==> src/rtl/jt12_fir_mc.sv <==
// Multi-channel symmetric FIR: circular history per channel, one shared MAC over
// folded tap pairs, run-time programmable coefficients, saturated outputs.

module jt12_fir_mc_lane #(
  parameter int ACCW  = 25,
  parameter int PRW   = 19,
  parameter int OW    = 20,
  parameter int SHIFT = 0
) (
  input  logic                  clk,
  input  logic                  rst_n,
  input  logic                  clr,
  input  logic                  en,
  input  logic                  ld,
  input  logic signed [PRW-1:0] prod,
  output logic signed [OW-1:0]  dout
);
  localparam int EW = (ACCW > OW) ? ACCW : OW;
  localparam logic signed [EW-1:0] MAXV = {{(EW-OW+1){1'b0}}, {(OW-1){1'b1}}};
  localparam logic signed [EW-1:0] MINV = {{(EW-OW+1){1'b1}}, {(OW-1){1'b0}}};

  logic signed [ACCW-1:0] acc;
  logic signed [EW-1:0]   sh;

  assign sh = EW'(acc) >>> SHIFT;

  always_ff @(posedge clk or negedge rst_n) begin
    if (!rst_n) begin
      acc  <= '0;
      dout <= '0;
    end else begin
      if (clr)     acc <= '0;
      else if (en) acc <= acc + ACCW'(prod);
      if (ld)
        dout <= (sh > MAXV) ? MAXV[OW-1:0] :
                (sh < MINV) ? MINV[OW-1:0] : sh[OW-1:0];
    end
  end
endmodule

module jt12_fir_mc #(
  parameter  int DW     = 9,
  parameter  int CW     = 9,
  parameter  int STAGES = 73,
  parameter  int CH     = 2,
  parameter  int OW     = 20,
  parameter  int SHIFT  = 0,
  localparam int H      = (STAGES-1)/2,
  localparam int AW     = $clog2(H+1)
) (
  input  logic                 clk,
  input  logic                 rst_n,
  input  logic                 sample,
  input  logic [CH*DW-1:0]     din,
  input  logic                 coef_we,
  input  logic [AW-1:0]        coef_addr,
  input  logic [CW-1:0]        coef_data,
  input  logic                 ovf_clr,
  output logic                 busy,
  output logic [CH*OW-1:0]     dout,
  output logic                 sample_out,
  output logic                 ovf,
  output logic                 coef_drop
);
  localparam int PW   = $clog2(STAGES);
  localparam int CHW  = (CH > 1) ? $clog2(CH) : 1;
  localparam int PRW  = DW+1+CW;
  localparam int ACCW = DW+1+CW+AW;

  generate
    if ((STAGES % 2) == 0 || STAGES < 3) begin : g_bad_stages
      $error("jt12_fir_mc: STAGES must be odd and >= 3");
    end
  endgenerate

  typedef enum logic [1:0] {IDLE, RUN, DONE} state_t;
  state_t state, state_nxt;

  logic [AW-1:0]                   k;
  logic [CHW-1:0]                  ch;
  logic [PW-1:0]                   wr_ptr, wr_nxt;
  logic [CH-1:0][STAGES-1:0][DW-1:0] hist;
  logic [H:0][CW-1:0]              coef;
  logic                            start, mac_en, done, last_k, last_ch;

  assign start   = (state == IDLE) && sample;
  assign last_k  = (k == AW'(H));
  assign last_ch = (ch == CHW'(CH-1));
  assign wr_nxt  = (wr_ptr == PW'(STAGES-1)) ? '0 : wr_ptr + PW'(1);

  always_ff @(posedge clk or negedge rst_n) begin
    if (!rst_n) state <= IDLE;
    else        state <= state_nxt;
  end

  always_comb begin
    state_nxt = state;
    case (state)
      IDLE:    if (sample) state_nxt = RUN;
      RUN:     if (last_k && last_ch) state_nxt = DONE;
      DONE:    state_nxt = IDLE;
      default: state_nxt = IDLE;
    endcase
  end

  always_comb begin
    busy   = (state != IDLE);
    mac_en = (state == RUN);
    done   = (state == DONE);
  end

  always_ff @(posedge clk or negedge rst_n) begin
    if (!rst_n) begin
      k  <= '0;
      ch <= '0;
    end else if (start) begin
      k  <= '0;
      ch <= '0;
    end else if (mac_en) begin
      if (last_k) begin
        k  <= '0;
        ch <= ch + CHW'(1);
      end else begin
        k  <= k + AW'(1);
      end
    end
  end

  // The newest word goes one slot ahead of the pointer, so after the edge x[0] sits at wr_ptr.
  always_ff @(posedge clk or negedge rst_n) begin
    if (!rst_n) begin
      hist   <= '0;
      wr_ptr <= '0;
    end else if (start) begin
      wr_ptr <= wr_nxt;
      for (int c = 0; c < CH; c++) hist[c][wr_nxt] <= din[c*DW +: DW];
    end
  end

  always_ff @(posedge clk or negedge rst_n) begin
    if (!rst_n)
      coef <= '0;
    else if (coef_we && !busy && coef_addr <= AW'(H))
      coef[coef_addr] <= coef_data;
  end

  always_ff @(posedge clk or negedge rst_n) begin
    if (!rst_n) begin
      sample_out <= 1'b0;
      ovf        <= 1'b0;
      coef_drop  <= 1'b0;
    end else begin
      sample_out <= done;
      if (sample && busy)       ovf <= 1'b1;
      else if (ovf_clr)         ovf <= 1'b0;
      if (coef_we && busy)      coef_drop <= 1'b1;
      else if (ovf_clr)         coef_drop <= 1'b0;
    end
  end

  // Tap pair (k, STAGES-1-k) maps to slots wr_ptr-k and wr_ptr+1+k modulo STAGES.
  logic [PW:0]            ia_w, ib_w;
  logic [PW-1:0]          ia, ib;
  logic signed [DW-1:0]   xa, xb;
  logic signed [DW:0]     pre;
  logic signed [CW-1:0]   cf;
  logic signed [PRW-1:0]  prod;

  assign ia_w = {1'b0, wr_ptr} + (PW+1)'(STAGES) - (PW+1)'(k);
  assign ib_w = {1'b0, wr_ptr} + (PW+1)'(k) + (PW+1)'(1);
  assign ia   = (ia_w >= (PW+1)'(STAGES)) ? PW'(ia_w - (PW+1)'(STAGES)) : PW'(ia_w);
  assign ib   = (ib_w >= (PW+1)'(STAGES)) ? PW'(ib_w - (PW+1)'(STAGES)) : PW'(ib_w);
  assign xa   = hist[ch][ia];
  assign xb   = hist[ch][ib];
  assign pre  = last_k ? {xa[DW-1], xa} : {xa[DW-1], xa} + {xb[DW-1], xb};
  assign cf   = coef[k];
  assign prod = PRW'(cf) * PRW'(pre);

  logic [CH-1:0][OW-1:0] dout_l;
  assign dout = dout_l;

  genvar c;
  generate
    for (c = 0; c < CH; c++) begin : g_lane
      jt12_fir_mc_lane #(.ACCW(ACCW), .PRW(PRW), .OW(OW), .SHIFT(SHIFT)) u_lane (
        .clk  (clk),
        .rst_n(rst_n),
        .clr  (start),
        .en   (mac_en && (ch == CHW'(c))),
        .ld   (done),
        .prod (prod),
        .dout (dout_l[c])
      );
    end
  endgenerate
endmodule

==> config.mk <==
export PLATFORM = sky130hd
export DESIGN_NAME = jt12_fir_mc
export DESIGN_NICKNAME = d
export VERILOG_FILES = /design/src/rtl/jt12_fir_mc.sv
export SDC_FILE = /design/constraint.sdc
export NUM_CORES = 2
export LEC_CHECK = 0
export CORE_ASPECT_RATIO = 2
export CORE_MARGIN = 2
export CORE_UTILIZATION = 40
export CTS_BUF_LIST = sky130_fd_sc_hd__clkbuf_4 sky130_fd_sc_hd__clkbuf_8
export DETAILED_ROUTE_END_ITERATION = 8
export PLACE_DENSITY = 0.6
export RECOVER_POWER = 25
export SKIP_LAST_GASP = 1
export SLEW_MARGIN = 20
export SYNTH_ARGS = -nofsm -noshare
export SYNTH_HDL_FRONTEND = slang
export SYNTH_SLANG_ARGS = --single-unit
==> constraint.sdc <==
create_clock -name clk -period 39.7 [get_ports clk]
set_input_delay 9.925 -clock clk [delete_from_list [all_inputs] [get_ports clk]]
set_output_delay 9.925 -clock clk [all_outputs]
set_load 0.05 [all_outputs]
# Word-level counts from Yosys, hierarchy flattened
# Index checks and enable logic that the tools add are counted.
classes:
  muxes: 39
  bitwise_logic: 1
  n_eq_ne: 6
  n_reduce_logical: 21
  add_sub_neg: 12
  multipliers: 1
  magnitude_cmp: 15
op_table:
  columns: ["op", "n"]
  rows:
  - ["$bwmux W657", 2]
  - ["$mux W657", 2]
  - ["$bwmux W333", 1]
  - ["$bmux W9 S7", 2]
  - ["$mux W25", 4]
  - ["$mux W20", 4]
  - ["$demux W9 S7", 1]
  - ["$bmux W9 S6", 1]
  - ["$demux W9 S6", 1]
  - ["$add A25 B19 Y25", 2]
  - ["$gt A25 B20 Y1 const B", 2]
  - ["$lt A25 B20 Y1 const B", 2]
  - ["$mux W9", 5]
  - ["$lt A7 B8 Y1 const B", 3]
  - ["$mux W7", 3]
  - ["$mul A9 B10 Y19", 1]
  - ["$mux W6", 3]
  - ["$ge A8 B7 Y1 const B", 2]
  - ["$lt A6 B7 Y1 const B", 2]
  - ["$reduce_bool A2 Y1", 7]
  - ["$sub A7 B7 Y7 const B", 2]
  - ["$add A9 B9 Y10", 1]
  - ["$logic_and A1 B1 Y1", 10]
  - ["$mux W10", 1]
  - ["other kinds (24)", 31]
word_totals:
  inputBits: 38
  register_bits: 1756
  wordCells: 289
  output_inout_bits: 44

# Logic depth before layout (Yosys ltp)
logic_depth:
  word_depth: 12
  mapped_depth: 74
  mapped_depth_nobuf: 65

# By module
# From an unflattened synthesis, not the netlist that was laid out.
unflattened:
  hier_cells: 9335
  hier_area_um2: 107535.6
by_module_without_submodules:
  columns: ["mod", "instances", "area_per_inst_um2", "cells_each", "seq_area_each_um2"]
  rows:
  - ["jt12_fir_mc", 1, 101167.0, 8607, 41690.0]
  - ["jt12_fir_mc_lane (g_lane[1].u_lane)", 1, 3314.4, 383, 1126.1]
  - ["jt12_fir_mc_lane (g_lane[0].u_lane)", 1, 3054.2, 345, 1126.1]

# Worst setup path before layout
# Ideal clock, no wire load.
synth_path:
  path_kind: "register -> register"
  from: "register k[0]"
  to: "register g_lane[0].u_lane.acc[24]"
  t_arrival_ns: 16.156
  setup_ns: 0.079
  required_time_ns: 39.621
  n_path_buf: 12
  setup_slack_ns: 23.465
  stages_incl_launch_ff: 74
  synth_period_minus_slack_ns: 16.235
  path_cell_list: "dfrtp_1 clkbuf_1 clkbuf_1 clkbuf_1 buf_1 clkbuf_1 inv_1 ha_1 ha_1 inv_1 ha_1 clkbuf_1 nand2_1 nand2_1 nand2_1 o211a_1 nor3_4 or2_4 [... 38 more ...] a21oi_1 o21bai_1 a21oi_1 o21ai_0 a21o_1 a21oi_1 xnor2_1 mux4_2 or3_2 and2_1 ha_1 or3_1 o21ai_0 a21oi_1 a31o_2 nand3_1 nor3b_2 mux2i_1"
synth_via:
  elab_chain_len: 12
  elab_cells_between_ends: 22
  classes_between: "add/sub: 7; mul: 1; order compare: 2; eq/ne: 1; mux: 11"
synth_rtl:
  columns: ["item", "line_no", "source"]
  rows:
  - ["start, declared", "79", "logic [AW-1:0] k;"]
  - ["start signal, assigned", "124", "k <= k + AW'(1);"]
  - ["$add A7 B6 Y8", "170", "assign ib_w = {1'b0, wr_ptr} + (PW+1)'(k) + (PW+1)'(1);"]
  - ["$add A8 B1 Y8", "170", null]
  - ["$sub A7 B7 Y7 or $ge A8 B7 Y1 (tied branches)", "172", "assign ib = (ib_w >= (PW+1)'(STAGES)) ? PW'(ib_w - (PW+1)'(STAGES)) : PW'(ib_w);"]
  - ["$mux W7", "172", null]
  - ["$bmux W9 S7", "174", "assign xb = hist[ch][ib];"]
  - ["$mux W9 (not written as such)", "174", null]
  - ["$add A9 B9 Y10", "175", "assign pre = last_k ? {xa[DW-1], xa} : {xa[DW-1], xa} + {xb[DW-1], xb};"]
  - ["$mux W10", "175", null]
  - ["$mul A9 B10 Y19 *", "177", "assign prod = PRW'(cf) * PRW'(pre);"]
  - ["$add A25 B19 Y25 *", "33", "else if (en) acc <= acc + ACCW'(prod);"]
  - ["$mux W25 *", "33", null]
  - ["$mux W25 *", "32", "if (clr) acc <= '0;"]
  - ["end signal, assigned", "33", null]
  - ["end, declared", "22", "logic signed [ACCW-1:0] acc;"]
# Mark *: on every way between the ends. The rest lies on a longest branch, timed or not. The select of a mux whose other input is x is not followed.
# A chain may end at the register's enable or synchronous reset.

==> metrics.txt <==
# TYPE chip_impl_metric gauge
chip_impl_metric{name="postRouteWirelength",unit="mm"} 311.9
chip_impl_metric{name="hold_violations",unit=""} 0
chip_impl_metric{name="cp.depth",unit=""} 3
chip_impl_metric{name="worst-slew-pin-transition",unit="ps"} 8970
chip_impl_info{name="timing.hold.worst.class",value="reg2reg"} 1
chip_impl_metric{name="nFillCells",unit=""} 21870
chip_impl_metric{name="holdBufCountCts",unit=""} 0
chip_impl_metric{name="setup_violations",unit=""} 0
chip_impl_metric{name="cts-root-to-sink-buffers",unit=""} 4
chip_impl_metric{name="syn_area",unit="mm^2"} 0.09735
chip_impl_metric{name="cts.sinks",unit=""} 1756
chip_impl_metric{name="synthDistinctLibCells",unit=""} 83
chip_impl_metric{name="drc_errors",unit=""} 0
chip_impl_metric{name="fin_crit_sh",unit=""} 0.6558
chip_impl_metric{name="detailroute.via_count",unit=""} 63300
chip_impl_metric{name="number_of_nets_produced_by_synthesis",unit=""} 7284
chip_impl_metric{name="synth-adder-area-share",unit=""} 0.03208
chip_impl_metric{name="worst-r2r-cell-count",unit=""} 66
chip_impl_info{name="cts_tree",value="done"} 1
chip_impl_info{name="start_kind",value="primary input"} 1
chip_impl_metric{name="synth_edf_count",unit=""} 0
chip_impl_info{name="grt.busiest_layer",value="met2"} 1
chip_impl_metric{name="grt_util_all_layers",unit=""} 0.2535
chip_impl_metric{name="grt_pass1_wl",unit="mm"} 465.7
chip_impl_metric{name="antenna_found_initial",unit=""} 15
chip_impl_info{name="setup.worst_path.end",value="hist[1111]"} 1
chip_impl_metric{name="sequential_fraction_of_the_synthesis_area",unit=""} 0.4514
chip_impl_metric{name="globalRouteMet2Util",unit=""} 0.4540
chip_impl_metric{name="post_synth_xor_area_fraction",unit=""} 0.009614
chip_impl_metric{name="synth_area_in_simple_gates",unit=""} 0.05104
chip_impl_metric{name="clock.fmax",unit="MHz"} 38.41
chip_impl_metric{name="synth-seq-cells",unit=""} 1756
chip_impl_info{name="r2r-end",value="g_lane[0].u_lane.acc[24]"} 1
chip_impl_info{name="setup.worst_path.end_class",value="asynchronous set/reset pin"} 1
chip_impl_metric{name="design.final.nets",unit=""} 7276
chip_impl_metric{name="ys_async_sr_fraction",unit=""} 1.000
chip_impl_metric{name="die_width",unit="um"} 352.8
chip_impl_info{name="largest_family_of_logic_cells_by_synthesized_area",value="multiplexers"} 1
chip_impl_metric{name="compound_gate_portion_of_the_synthesized_area",unit=""} 0.03811
chip_impl_metric{name="core_area",unit="mm^2"} 0.2425
chip_impl_metric{name="rrSetupSlack",unit="ps"} 21240
chip_impl_metric{name="cap_viol_max_count",unit=""} 12
chip_impl_metric{name="globalRouteOverflowTotal",unit=""} 0
chip_impl_metric{name="detailedPlacementHpwl",unit="mm"} 210.6
chip_impl_metric{name="clkLatencyLatePin",unit="ps"} 1010
chip_impl_info{name="crit_path_top_delay_cell",value="sky130_fd_sc_hd__clkbuf_1"} 1
chip_impl_info{name="crit_chain",value="clkbuf_1 > clkbuf_1 > clkbuf_1"} 1
chip_impl_info{name="run_status",value="finished, violations left"} 1
chip_impl_metric{name="timing.critical_path.required",unit="ps"} 38440
chip_impl_metric{name="ios",unit=""} 82
chip_impl_metric{name="first_pass_iters",unit=""} 8
chip_impl_metric{name="ys_warn_count",unit=""} 0
chip_impl_info{name="critical_path.reg2reg.startpoint",value="k[1]"} 1
chip_impl_metric{name="final_layout_setup_total_negative_slack",unit="ps"} 0
chip_impl_metric{name="synth_mux_area_frac",unit=""} 0.3896
chip_impl_metric{name="finalWorstPathRequiredPeriod",unit="ps"} 26040
chip_impl_metric{name="routabilityCongestion",unit=""} 0.9605
chip_impl_info{name="timing_worst_setup_path_type",value="in2async"} 1
chip_impl_metric{name="cts_made_buffers",unit=""} 277
chip_impl_metric{name="slowest_stage_delay_on_critical_path",unit="ps"} 6350
chip_impl_metric{name="post_route_cells_drive_above_1_share",unit=""} 0.4556
chip_impl_metric{name="grtUsageMet1",unit=""} 0.2608
chip_impl_metric{name="routedWlPerCell",unit="um"} 29.82
chip_impl_metric{name="die_area",unit="mm^2"} 0.2476
chip_impl_info{name="timing.critical_path.max_delay_family",value="buffers and inverters"} 1
chip_impl_metric{name="finalMaxSlewViolations",unit=""} 974
chip_impl_info{name="clk_root_buffer_cell",value="sky130_fd_sc_hd__clkbuf_8"} 1
chip_impl_metric{name="io_buffer_count",unit=""} 81
chip_impl_metric{name="wp_buf_inv",unit=""} 3
chip_impl_metric{name="cts.clk_slew.worst_paths",unit="ps"} 60
chip_impl_info{name="critPathLaunch",value="rst_n"} 1
chip_impl_metric{name="dr_vias_cell",unit=""} 6.053
chip_impl_metric{name="drt-initial-drc-count",unit=""} 4378
chip_impl_metric{name="die-height",unit="um"} 701.7
chip_impl_metric{name="detail-route-antenna-nets",unit=""} 0
chip_impl_info{name="failed_checks",value="max-capacitance violations, max-slew violations"} 1
chip_impl_metric{name="syn_to_final_growth",unit="%"} 10.77
chip_impl_metric{name="initial_core_util",unit=""} 0.4015
chip_impl_metric{name="largest_net_degree_at_the_start_of_global_routing",unit=""} 167
chip_impl_metric{name="cts_resized",unit=""} 0
chip_impl_metric{name="htree_levels",unit=""} 5
chip_impl_metric{name="slew_headroom",unit=""} -4.980
chip_impl_metric{name="final_worst_clock_skew",unit="ps"} 123.7
chip_impl_metric{name="cts_post_setup_buffers_inserted",unit=""} 0
chip_impl_info{name="grt_setup_unrepaired",value="false"} 1
chip_impl_metric{name="grt.met3_usage",unit=""} 0.03462
chip_impl_info{name="synth_flop_cell",value="sky130_fd_sc_hd__dfrtp_1"} 1
chip_impl_info{name="critPathMostFrequentCell",value="sky130_fd_sc_hd__clkbuf_1"} 1
chip_impl_metric{name="worst-endpoint-arrival",unit="ps"} 24770
chip_impl_metric{name="crit_fanout",unit=""} 166
chip_impl_metric{name="synth_cells",unit=""} 7039
chip_impl_metric{name="via_count_of_the_first_global_routing_pass",unit=""} 69280
chip_impl_metric{name="rows",unit=""} 256
chip_impl_metric{name="synthesis.area_per_instance",unit="um^2"} 13.83
==> final cells by class <==
class	count	area, um^2	share of cell area
clock buffers	419	5266	0.04884
repair buffers	301	2435	0.02258
flip-flops and latches	1756	43950	0.4076
inverters	132	495.5	0.004595
diodes	19	47.55	0.0004409
clock inverters	42	429.2	0.003980
well taps	3225	4035	0.03742
multi-input cells	4563	51170	0.4745
==> worst min-delay path by stage <==
stage / end / start / slack, ps / cells past startpoint
after floorplan: hist[1311] / hist[1311] / 470 / 1
after global placement: g_lane[1].u_lane.dout[7] / g_lane[1].u_lane.dout[7] / 460 / 2
after detailed placement: g_lane[0].u_lane.dout[19] / g_lane[0].u_lane.dout[19] / 460 / 2
after CTS: g_lane[0].u_lane.dout[19] / g_lane[0].u_lane.dout[19] / 480 / 2
after global routing: g_lane[1].u_lane.dout[19] / g_lane[1].u_lane.dout[19] / 490 / 2
final: g_lane[0].u_lane.dout[19] / g_lane[0].u_lane.dout[19] / 470 / 2
==> layout by cell type (no fill, tap or decap), types with 18 or more instances in the layout <==
cell type	netlist	final
sky130_fd_sc_hd__clkbuf_8	0	339
sky130_fd_sc_hd__nor2_2	0	27
sky130_fd_sc_hd__ha_1	136	136
sky130_fd_sc_hd__dfrtp_1	1756	1753
sky130_fd_sc_hd__clkbuf_4	0	80
sky130_fd_sc_hd__inv_1	128	128
sky130_fd_sc_hd__nor3_1	41	38
sky130_fd_sc_hd__clkdlybuf4s50_1	0	58
sky130_fd_sc_hd__a211oi_1	18	18
sky130_fd_sc_hd__nor2b_1	33	32
sky130_fd_sc_hd__a311oi_1	53	35
sky130_fd_sc_hd__o21ai_0	142	142
sky130_fd_sc_hd__xor2_1	36	32
sky130_fd_sc_hd__mux2_2	1667	1667
sky130_fd_sc_hd__xnor2_1	69	64
sky130_fd_sc_hd__a21o_1	21	21
sky130_fd_sc_hd__nand2_1	574	560
sky130_fd_sc_hd__nor2_1	173	142
sky130_fd_sc_hd__diode_2	0	19
sky130_fd_sc_hd__nand2b_1	22	21
sky130_fd_sc_hd__and3_1	40	39
sky130_fd_sc_hd__o21bai_1	27	27
sky130_fd_sc_hd__mux4_2	810	810
sky130_fd_sc_hd__buf_4	0	195
sky130_fd_sc_hd__mux2i_1	91	89
sky130_fd_sc_hd__a32oi_1	26	26
sky130_fd_sc_hd__fa_1	71	71
sky130_fd_sc_hd__a21oi_1	145	144
sky130_fd_sc_hd__nand3_1	133	133
==> Yosys cell counts (all sizes together) (22+ instances only) <==
cell type,number,area share
dfrtp,1756,0.45
nand2b,22,0.0014
xnor2,70,0.0064
nor2b,33,0.0021
o21ai,150,0.0077
nor2,174,0.0068
and3,40,0.0026
nor3,42,0.0023
a32oi,26,0.0023
mux4,810,0.19
a21oi,147,0.0076
mux2,1667,0.19
a311oi,53,0.0048
nand2,574,0.022
ha,136,0.017
inv,128,0.0049
fa,71,0.015
o21bai,27,0.0021
xor2,36,0.0032
clkbuf,475,0.018
mux2i,91,0.0094
nand3,133,0.0068
buf,113,0.0048
==> worst min-delay path, stage by stage (launching register included) <==
cell	delay, ps
sky130_fd_sc_hd__dfrtp_1	340
sky130_fd_sc_hd__nand2_1	50
sky130_fd_sc_hd__nand2_1	50
==> metal layers <==
metal / wire (um) / vias up
met5: 25 / -
met4: 31360 / 4
met3: 13520 / 877
met2: 162900 / 1974
met1: 104000 / 34020
li1: - / 26430
==> registers in the layout, summed over array words and instances (netlist names), 2 cells and up <==
signal / cells
g_lane.u_lane.acc: 50
state: 2
wr_ptr: 7
hist: 1314
coef: 333
k: 6
g_lane.u_lane.dout: 40
==> cell families (layout without fill, tap and decap cells) <==
kind of cell             after synthesis  count (layout)
flip-flops                          1756            1756
buffers and inverters                720             894
AND/OR/NAND/NOR                     1116            1116
AO/OA/AOI/OAI                        566             566
XOR/XNOR                             106             106
other                                  0              19
multiplexers                        2568            2568
adder cells (fa/ha/maj)              207             207
==> per-stage QoR <==
stage               setup WS, ps    util  hold slack [ps]  cells  cell area (um^2)
floorplan                  23460       -            473.7   7039             97350
global placement           21120  0.4204            459.5   9971            101900
detailed placement         21580  0.4212            463.6   9976            102100
CTS                        21560  0.4447            478.5  10440            107800
global route               10390  0.4447            492.1  10450            107800
finish                     13660  0.4447            473.3  10460            107800
Power is not shown: default switching activity piles up to over one toggle a cycle in this logic, so the estimate is an artifact.
